[src/rtl/mat_mult_pkg.sv]
// Shared types, defaults and width helpers for the sequential matrix multiplier.
// Saturation is selected by the MAT_MULT_SAT_EN macro in the top level.
package mat_mult_pkg;

    localparam int DEF_M_ROWS     = 4;
    localparam int DEF_K_DIM      = 4;
    localparam int DEF_N_COLS     = 4;
    localparam int DEF_DATA_WIDTH = 8;
    localparam int WIDE_W         = 64;

    typedef enum logic [1:0] {
        IDLE,
        CALC,
        DONE
    } state_t;

    typedef struct packed {
        logic                     clamped;
        logic signed [WIDE_W-1:0] val;
    } conv_t;

    function automatic int acc_width(input int dw, input int k);
        return 2 * dw + $clog2(k);
    endfunction

    // Result lands sign-extended in the low ow bits of val.
    function automatic conv_t conv_out(
        input logic signed [WIDE_W-1:0] v,
        input int                       ow,
        input logic                     sat_en
    );
        conv_t                    r;
        logic signed [WIDE_W-1:0] hi;
        logic signed [WIDE_W-1:0] lo;
        logic signed [WIDE_W-1:0] wrapped;
        hi = (64'sd1 <<< (ow - 1)) - 64'sd1;
        lo = ~hi;
        wrapped = (v <<< (WIDE_W - ow)) >>> (WIDE_W - ow);
        r.clamped = 1'b0;
        r.val = wrapped;
        if (sat_en) begin
            if (v > hi) begin
                r.val = hi;
                r.clamped = 1'b1;
            end else if (v < lo) begin
                r.val = lo;
                r.clamped = 1'b1;
            end
        end
        return r;
    endfunction

endpackage

[src/rtl/mat_mult_if.sv]
// Start handshake, operand and result bundle for mat_mult_seq.
// The requester uses master, the multiplier uses slave.
interface mat_mult_if
    import mat_mult_pkg::*;
#(
    parameter int M_ROWS     = DEF_M_ROWS,
    parameter int K_DIM      = DEF_K_DIM,
    parameter int N_COLS     = DEF_N_COLS,
    parameter int DATA_WIDTH = DEF_DATA_WIDTH,
    parameter int OUT_WIDTH  = 2 * DATA_WIDTH
);

    logic enable_mult;
    logic signed [M_ROWS-1:0][K_DIM-1:0][DATA_WIDTH-1:0] mat1;
    logic signed [K_DIM-1:0][N_COLS-1:0][DATA_WIDTH-1:0] mat2;
    logic busy;
    logic mult_done;
    logic signed [M_ROWS-1:0][N_COLS-1:0][OUT_WIDTH-1:0] mat_out;
    logic sat_flag;

    modport master(
        output enable_mult, mat1, mat2,
        input  busy, mult_done, mat_out, sat_flag
    );

    modport slave(
        input  enable_mult, mat1, mat2,
        output busy, mult_done, mat_out, sat_flag
    );

endinterface

[src/rtl/mat_mult_mac.sv]
// Signed multiply-accumulate; sum is acc plus the current product, and the
// accumulator restarts from zero after a load-result strobe.
module mat_mult_mac
    import mat_mult_pkg::*;
#(
    parameter int DATA_WIDTH = DEF_DATA_WIDTH,
    parameter int ACC_WIDTH  = acc_width(DEF_DATA_WIDTH, DEF_K_DIM)
) (
    input  logic                        clk,
    input  logic                        reset,
    input  logic                        clear,
    input  logic                        en,
    input  logic                        load,
    input  logic signed [DATA_WIDTH-1:0] a,
    input  logic signed [DATA_WIDTH-1:0] b,
    output logic signed [ACC_WIDTH-1:0]  sum
);

    logic signed [2*DATA_WIDTH-1:0] prod;
    logic signed [ACC_WIDTH-1:0]    acc_q;

    assign prod = a * b;
    assign sum  = acc_q + ACC_WIDTH'(prod);

    always_ff @(posedge clk) begin
        if (reset || clear) begin
            acc_q <= '0;
        end else if (en) begin
            acc_q <= load ? '0 : sum;
        end
    end

endmodule

[src/rtl/mat_mult_seq.sv]
// Sequential signed matrix multiplier sharing one MAC over M*N*K cycles.
// Define MAT_MULT_SAT_EN to clamp results and report sat_flag.
module mat_mult_seq
    import mat_mult_pkg::*;
#(
    parameter int M_ROWS     = DEF_M_ROWS,
    parameter int K_DIM      = DEF_K_DIM,
    parameter int N_COLS     = DEF_N_COLS,
    parameter int DATA_WIDTH = DEF_DATA_WIDTH,
    parameter int OUT_WIDTH  = 2 * DATA_WIDTH
) (
    input logic       clk,
    input logic       reset,
    mat_mult_if.slave bus
);

    localparam int ACC_W = acc_width(DATA_WIDTH, K_DIM);
    localparam int IW = (M_ROWS > 1) ? $clog2(M_ROWS) : 1;
    localparam int JW = (N_COLS > 1) ? $clog2(N_COLS) : 1;
    localparam int KW = (K_DIM > 1) ? $clog2(K_DIM) : 1;
    localparam logic [IW-1:0] I_LAST = IW'(M_ROWS - 1);
    localparam logic [JW-1:0] J_LAST = JW'(N_COLS - 1);
    localparam logic [KW-1:0] K_LAST = KW'(K_DIM - 1);

`ifdef MAT_MULT_SAT_EN
    localparam logic SAT_EN = 1'b1;
`else
    localparam logic SAT_EN = 1'b0;
`endif

    state_t state_q;
    state_t state_d;

    logic signed [M_ROWS-1:0][K_DIM-1:0][DATA_WIDTH-1:0] a_q;
    logic signed [K_DIM-1:0][N_COLS-1:0][DATA_WIDTH-1:0] b_q;
    logic signed [M_ROWS-1:0][N_COLS-1:0][OUT_WIDTH-1:0] out_q;

    logic [IW-1:0] i_q;
    logic [JW-1:0] j_q;
    logic [KW-1:0] k_q;

    logic last_k;
    logic last_j;
    logic last_elem;
    logic accept;
    logic step;
    logic busy;
    logic done;

    logic signed [ACC_W-1:0] mac_sum;
    conv_t                   conv;
    logic                    unused_bits;

    assign last_k    = (k_q == K_LAST);
    assign last_j    = (j_q == J_LAST);
    assign last_elem = last_k && last_j && (i_q == I_LAST);

    always_ff @(posedge clk) begin
        if (reset) begin
            state_q <= IDLE;
        end else begin
            state_q <= state_d;
        end
    end

    always_comb begin
        state_d = state_q;
        unique case (state_q)
            IDLE:    if (bus.enable_mult) state_d = CALC;
            CALC:    if (last_elem) state_d = DONE;
            DONE:    state_d = IDLE;
            default: state_d = IDLE;
        endcase
    end

    always_comb begin
        accept = 1'b0;
        step   = 1'b0;
        busy   = 1'b0;
        done   = 1'b0;
        unique case (1'b1)
            (state_q == IDLE): accept = bus.enable_mult;
            (state_q == CALC): begin
                step = 1'b1;
                busy = 1'b1;
            end
            (state_q == DONE): done = 1'b1;
            default: ;
        endcase
    end

    mat_mult_mac #(
        .DATA_WIDTH(DATA_WIDTH),
        .ACC_WIDTH (ACC_W)
    ) u_mac (
        .clk  (clk),
        .reset(reset),
        .clear(accept),
        .en   (step),
        .load (last_k),
        .a    ($signed(a_q[i_q][k_q])),
        .b    ($signed(b_q[k_q][j_q])),
        .sum  (mac_sum)
    );

    assign conv = conv_out(WIDE_W'(mac_sum), OUT_WIDTH, SAT_EN);
    assign unused_bits = ^{conv.val[WIDE_W-1:OUT_WIDTH], conv.clamped};

    always_ff @(posedge clk) begin
        if (reset) begin
            a_q   <= '0;
            b_q   <= '0;
            out_q <= '0;
            i_q   <= '0;
            j_q   <= '0;
            k_q   <= '0;
        end else if (accept) begin
            a_q   <= bus.mat1;
            b_q   <= bus.mat2;
            out_q <= '0;
            i_q   <= '0;
            j_q   <= '0;
            k_q   <= '0;
        end else if (step) begin
            if (last_k) begin
                out_q[i_q][j_q] <= conv.val[OUT_WIDTH-1:0];
                k_q <= '0;
                if (last_j) begin
                    j_q <= '0;
                    i_q <= i_q + IW'(1);
                end else begin
                    j_q <= j_q + JW'(1);
                end
            end else begin
                k_q <= k_q + KW'(1);
            end
        end
    end

`ifdef MAT_MULT_SAT_EN
    logic sat_q;

    always_ff @(posedge clk) begin
        if (reset || accept) begin
            sat_q <= 1'b0;
        end else if (step && last_k && conv.clamped) begin
            sat_q <= 1'b1;
        end
    end

    assign bus.sat_flag = sat_q;
`else
    assign bus.sat_flag = 1'b0;
`endif

    assign bus.busy      = busy;
    assign bus.mult_done = done;
    assign bus.mat_out   = out_q;

endmodule

[src/flat_wrapper.sv]
// flat-port wrapper written by rule: the top's interface ports become plain ports
module mat_mult_seq_flat import mat_mult_pkg::*;
#(
    parameter int M_ROWS     = DEF_M_ROWS,
    parameter int K_DIM      = DEF_K_DIM,
    parameter int N_COLS     = DEF_N_COLS,
    parameter int DATA_WIDTH = DEF_DATA_WIDTH,
    parameter int OUT_WIDTH  = 2 * DATA_WIDTH
)
  (clk, reset, bus_enable_mult, bus_mat1, bus_mat2, bus_busy, bus_mult_done, bus_mat_out, bus_sat_flag);
  mat_mult_if #(.M_ROWS(M_ROWS), .K_DIM(K_DIM), .N_COLS(N_COLS), .DATA_WIDTH(DATA_WIDTH), .OUT_WIDTH(OUT_WIDTH)) bus_i ();
  input logic clk;
  input logic reset;
  input wire logic [$bits(bus_i.enable_mult)-1:0] bus_enable_mult;
  input wire logic [$bits(bus_i.mat1)-1:0] bus_mat1;
  input wire logic [$bits(bus_i.mat2)-1:0] bus_mat2;
  output wire logic [$bits(bus_i.busy)-1:0] bus_busy;
  output wire logic [$bits(bus_i.mult_done)-1:0] bus_mult_done;
  output wire logic [$bits(bus_i.mat_out)-1:0] bus_mat_out;
  output wire logic [$bits(bus_i.sat_flag)-1:0] bus_sat_flag;
  assign bus_i.enable_mult = bus_enable_mult;
  assign bus_i.mat1 = bus_mat1;
  assign bus_i.mat2 = bus_mat2;
  assign bus_busy = bus_i.busy;
  assign bus_mult_done = bus_i.mult_done;
  assign bus_mat_out = bus_i.mat_out;
  assign bus_sat_flag = bus_i.sat_flag;
  mat_mult_seq #(.M_ROWS(M_ROWS), .K_DIM(K_DIM), .N_COLS(N_COLS), .DATA_WIDTH(DATA_WIDTH), .OUT_WIDTH(OUT_WIDTH)) u_core (.clk(clk), .reset(reset), .bus(bus_i));
endmodule
[config.mk]
export PLATFORM = sky130hd
export DESIGN_NAME = mat_mult_seq_flat
export DESIGN_NICKNAME = d
export VERILOG_FILES = /design/src/rtl/mat_mult_pkg.sv /design/src/rtl/mat_mult_if.sv /design/src/rtl/mat_mult_mac.sv /design/src/rtl/mat_mult_seq.sv /design/src/flat_wrapper.sv
export SDC_FILE = /design/constraint.sdc
export NUM_CORES = 1
export LEC_CHECK = 0
export CORE_UTILIZATION = 52
export CTS_BUF_LIST = sky130_fd_sc_hd__clkbuf_8 sky130_fd_sc_hd__clkbuf_16
export CTS_CLUSTER_DIAMETER = 60
export DETAILED_ROUTE_END_ITERATION = 8
export PLACE_DENSITY_LB_ADDON = 0.12
export SETUP_SLACK_MARGIN = 0.3
export SKIP_CTS_REPAIR_TIMING = 1
export SLEW_MARGIN = 10
export SYNTH_ARGS = -nofsm -noshare
export SYNTH_HDL_FRONTEND = slang
export SYNTH_HIERARCHICAL = 1
export SYNTH_SLANG_ARGS = --single-unit
[constraint.sdc]
create_clock -name clk -period 9.4 [get_ports clk]
set_input_delay 1.88 -clock clk [delete_from_list [all_inputs] [get_ports clk]]
set_output_delay 1.88 -clock clk [all_outputs]
set_load 0.02 [all_outputs]
==> metrics.txt <==
outcome finished, final reports clean; Final Wtd Congestion between 0.8 and 0.9; Antenna Nets Post-Route 0; Post-Synthesis Cell Area 24500 sq um; final clock skew 0.0233 ns; PD cells 167 nW/um^2; slowest stage cell, crit path dfxtp_2; dpl ws between 1.5 and 2 ns; R2R Setup Slk about 1.8 ns; initial antenna violation count 0; Cells after Synth around 2900; Via density around 5.8; HP Class flip-flop to flip-flop; ant diodes 0; global-route wire length before repair 120000 microns; crit start category flip-flop; busiest grt layer met2; Syn-to-layout area delta 27.0%; YS warnings 6; CTS root buf clkbuf_16; die width 219 microns; Max-cap violations 0; drt pass-1 iters 6; Initial Utilization 52.7%; die area 48000 sq um; clock latency on the worst-skew pair ~0.6 ns; H-tree levels 2; Arr. time, crit path roughly 8 ns; share of cells above drive strength 1 under 10%; RSZ-0062 raised after global routing false; remaining routing DRC violations 0; largest net degree at the start of global routing about 240; worst-path cell chain nor2b_1, a22oi_1, nand2_1, and2_1, inv_1, fa_1, inv_1, fa_1, fa_1, fa_1, fa_1, ha_1, a21o_1, a21oi_1, a21oi_1, o21ai_0, and2_1, nand3_1, a21oi_1; WL final 78800 microns; crit-path most repeated cell fa_1; GRT Total Usage a little under a third; WL/cell 20.5 microns; dpl hpwl 53000 microns; Layout Nets between 3000 and 4000; Pleak 11.3 nW; M3 GR Usage 4.75%; max_slew headroom 13.4%; clock-pin slew on the worst setup and hold paths 0.06 ns; vias in the first global route about 21000; CTS tree built; DR iter-0 viols 2497; met2 Use GR 51.6%; Max VDD drop around 0.00013 V; Reg2Reg Depth 19; TNS Setup 0 ns; grt met1 use 42.1%; maximum fanout along the worst path 38; total CTS buffers 55; die extent in y 219 microns; Max Slew Vio Count 0; clock sink count approximately 540; Critical Path RT 9.92 ns; vias post-DR 22370; # IOs 518; Port-buffer cells 516; CORE AREA 46600 sq um; Fmax 132 MHz; slowest stage delay, CP 0.99 ns; r2r startpoint u_core/k_q[1]$_SDFFE_PP0P_; worst-margin pin slew 1.30 ns; Final WS setup between 1.5 and 2 ns; Placement Rows 79; Worst setup startpoint u_core/k_q[1]$_SDFFE_PP0P_; post-synthesis average cell area 8.52 sq um; reg-to-reg critical path endpoint u_core/bus.mat_out[235]$_SDFFE_PP0P_; crit path to u_core/bus.mat_out[235]$_SDFFE_PP0P_; final hold vios 0; fin crit share between 80 and 90%; Mapped Nets around 3300; Crit Path Class flip-flop to flip-flop; global route total overflow 0; clock tree buffer depth 3; # setup viols final 0; post-route minimum period 7.57 ns; endpoint type of the worst setup path flip-flop
-- worst max-delay path, delay by kind of cell (launching register included) --
kind,cells,cell delay [ns]
adder cells (fa/ha/maj),6,2.86
buffers and inverters,2,0.18
AO/OA/AOI/OAI,6,1.18
AND/OR/NAND/NOR,5,2.24
flip-flops,1,0.99
-- power breakdown --
part | internal (mW) | switching (mW)
clock network | 1.24 | 0.910
registers | 2.34 | 0.0449
logic | 0.257 | 0.407
total | 3.84 | 1.36
-- layout by cell type, fill, tap and decap left out, types with 16 or more instances in the layout --
master           instances
and2_1                  37
a21oi_1                526
buf_4                   27
o21ai_0                259
nor2b_1                 16
dfxtp_1                532
clkdlybuf4s50_1        515
nand3_1                260
mux4_2                  64
nor2_1                  26
ha_1                    43
clkbuf_16               56
inv_1                  100
nand2_1                563
a22oi_1                 32
fa_1                    76
-- final cells by class --
class                           instances  area, sq um
Clock buffer                           70         1590
Multi-Input combinational cell       1966        12100
Clock inverter                         28          196
Inverter                               91          349
Sequential cell                       536        10700
Tap cell                              607          759
Fill cell                            3834        15400
Timing Repair Buffer                  544         5390
-- sequential cells by signal, indices dropped and copies added, names as in the netlist --
signal	count
u_core/i_q	2
u_core/state_q	2
u_core/u_mac/acc_q	16
u_core/bus.mat_out	256
u_core/b_q	128
u_core/a_q	128
u_core/j_q	2
u_core/k_q	2
-- per-stage QoR --
step	area (sq um)	hold WS (ns)	power [mW]	cells	utilization, %
2_1_floorplan	24500	0.433	2.82	2879	-
3_3_place_gp	29400	0.439	3.08	3744	63.1
3_5_place_dp	29400	0.443	3.09	3744	63.1
4_1_cts	31200	0.451	5.22	3842	66.9
5_1_grt	31200	0.470	5.37	3842	66.9
6_report	31200	0.453	5.20	3842	66.9
-- worst min-delay path by stage --
stage	start	endpoint	slack [ns]	cells past startpoint
2_1_floorplan	u_core/a_q[32]$_SDFFE_PP0P_	u_core/a_q[32]$_SDFFE_PP0P_	0.43	2
3_3_place_gp	u_core/a_q[94]$_SDFFE_PP0P_	u_core/a_q[94]$_SDFFE_PP0P_	0.44	2
3_5_place_dp	u_core/b_q[66]$_SDFFE_PP0P_	u_core/b_q[66]$_SDFFE_PP0P_	0.44	2
4_1_cts	u_core/b_q[66]$_SDFFE_PP0P_	u_core/b_q[66]$_SDFFE_PP0P_	0.45	2
5_1_grt	u_core/b_q[64]$_SDFFE_PP0P_	u_core/b_q[64]$_SDFFE_PP0P_	0.47	2
6_report	u_core/b_q[65]$_SDFFE_PP0P_	u_core/b_q[65]$_SDFFE_PP0P_	0.45	2
-- layer usage --
layer / vias up / wire length [microns]
li1: 10403 / -
met1: 10694 / 32200
met2: 1099 / 37400
met3: 174 / 6230
met4: 0 / 3020
met5: - / 0
Power figures use the tool's default switching activity.
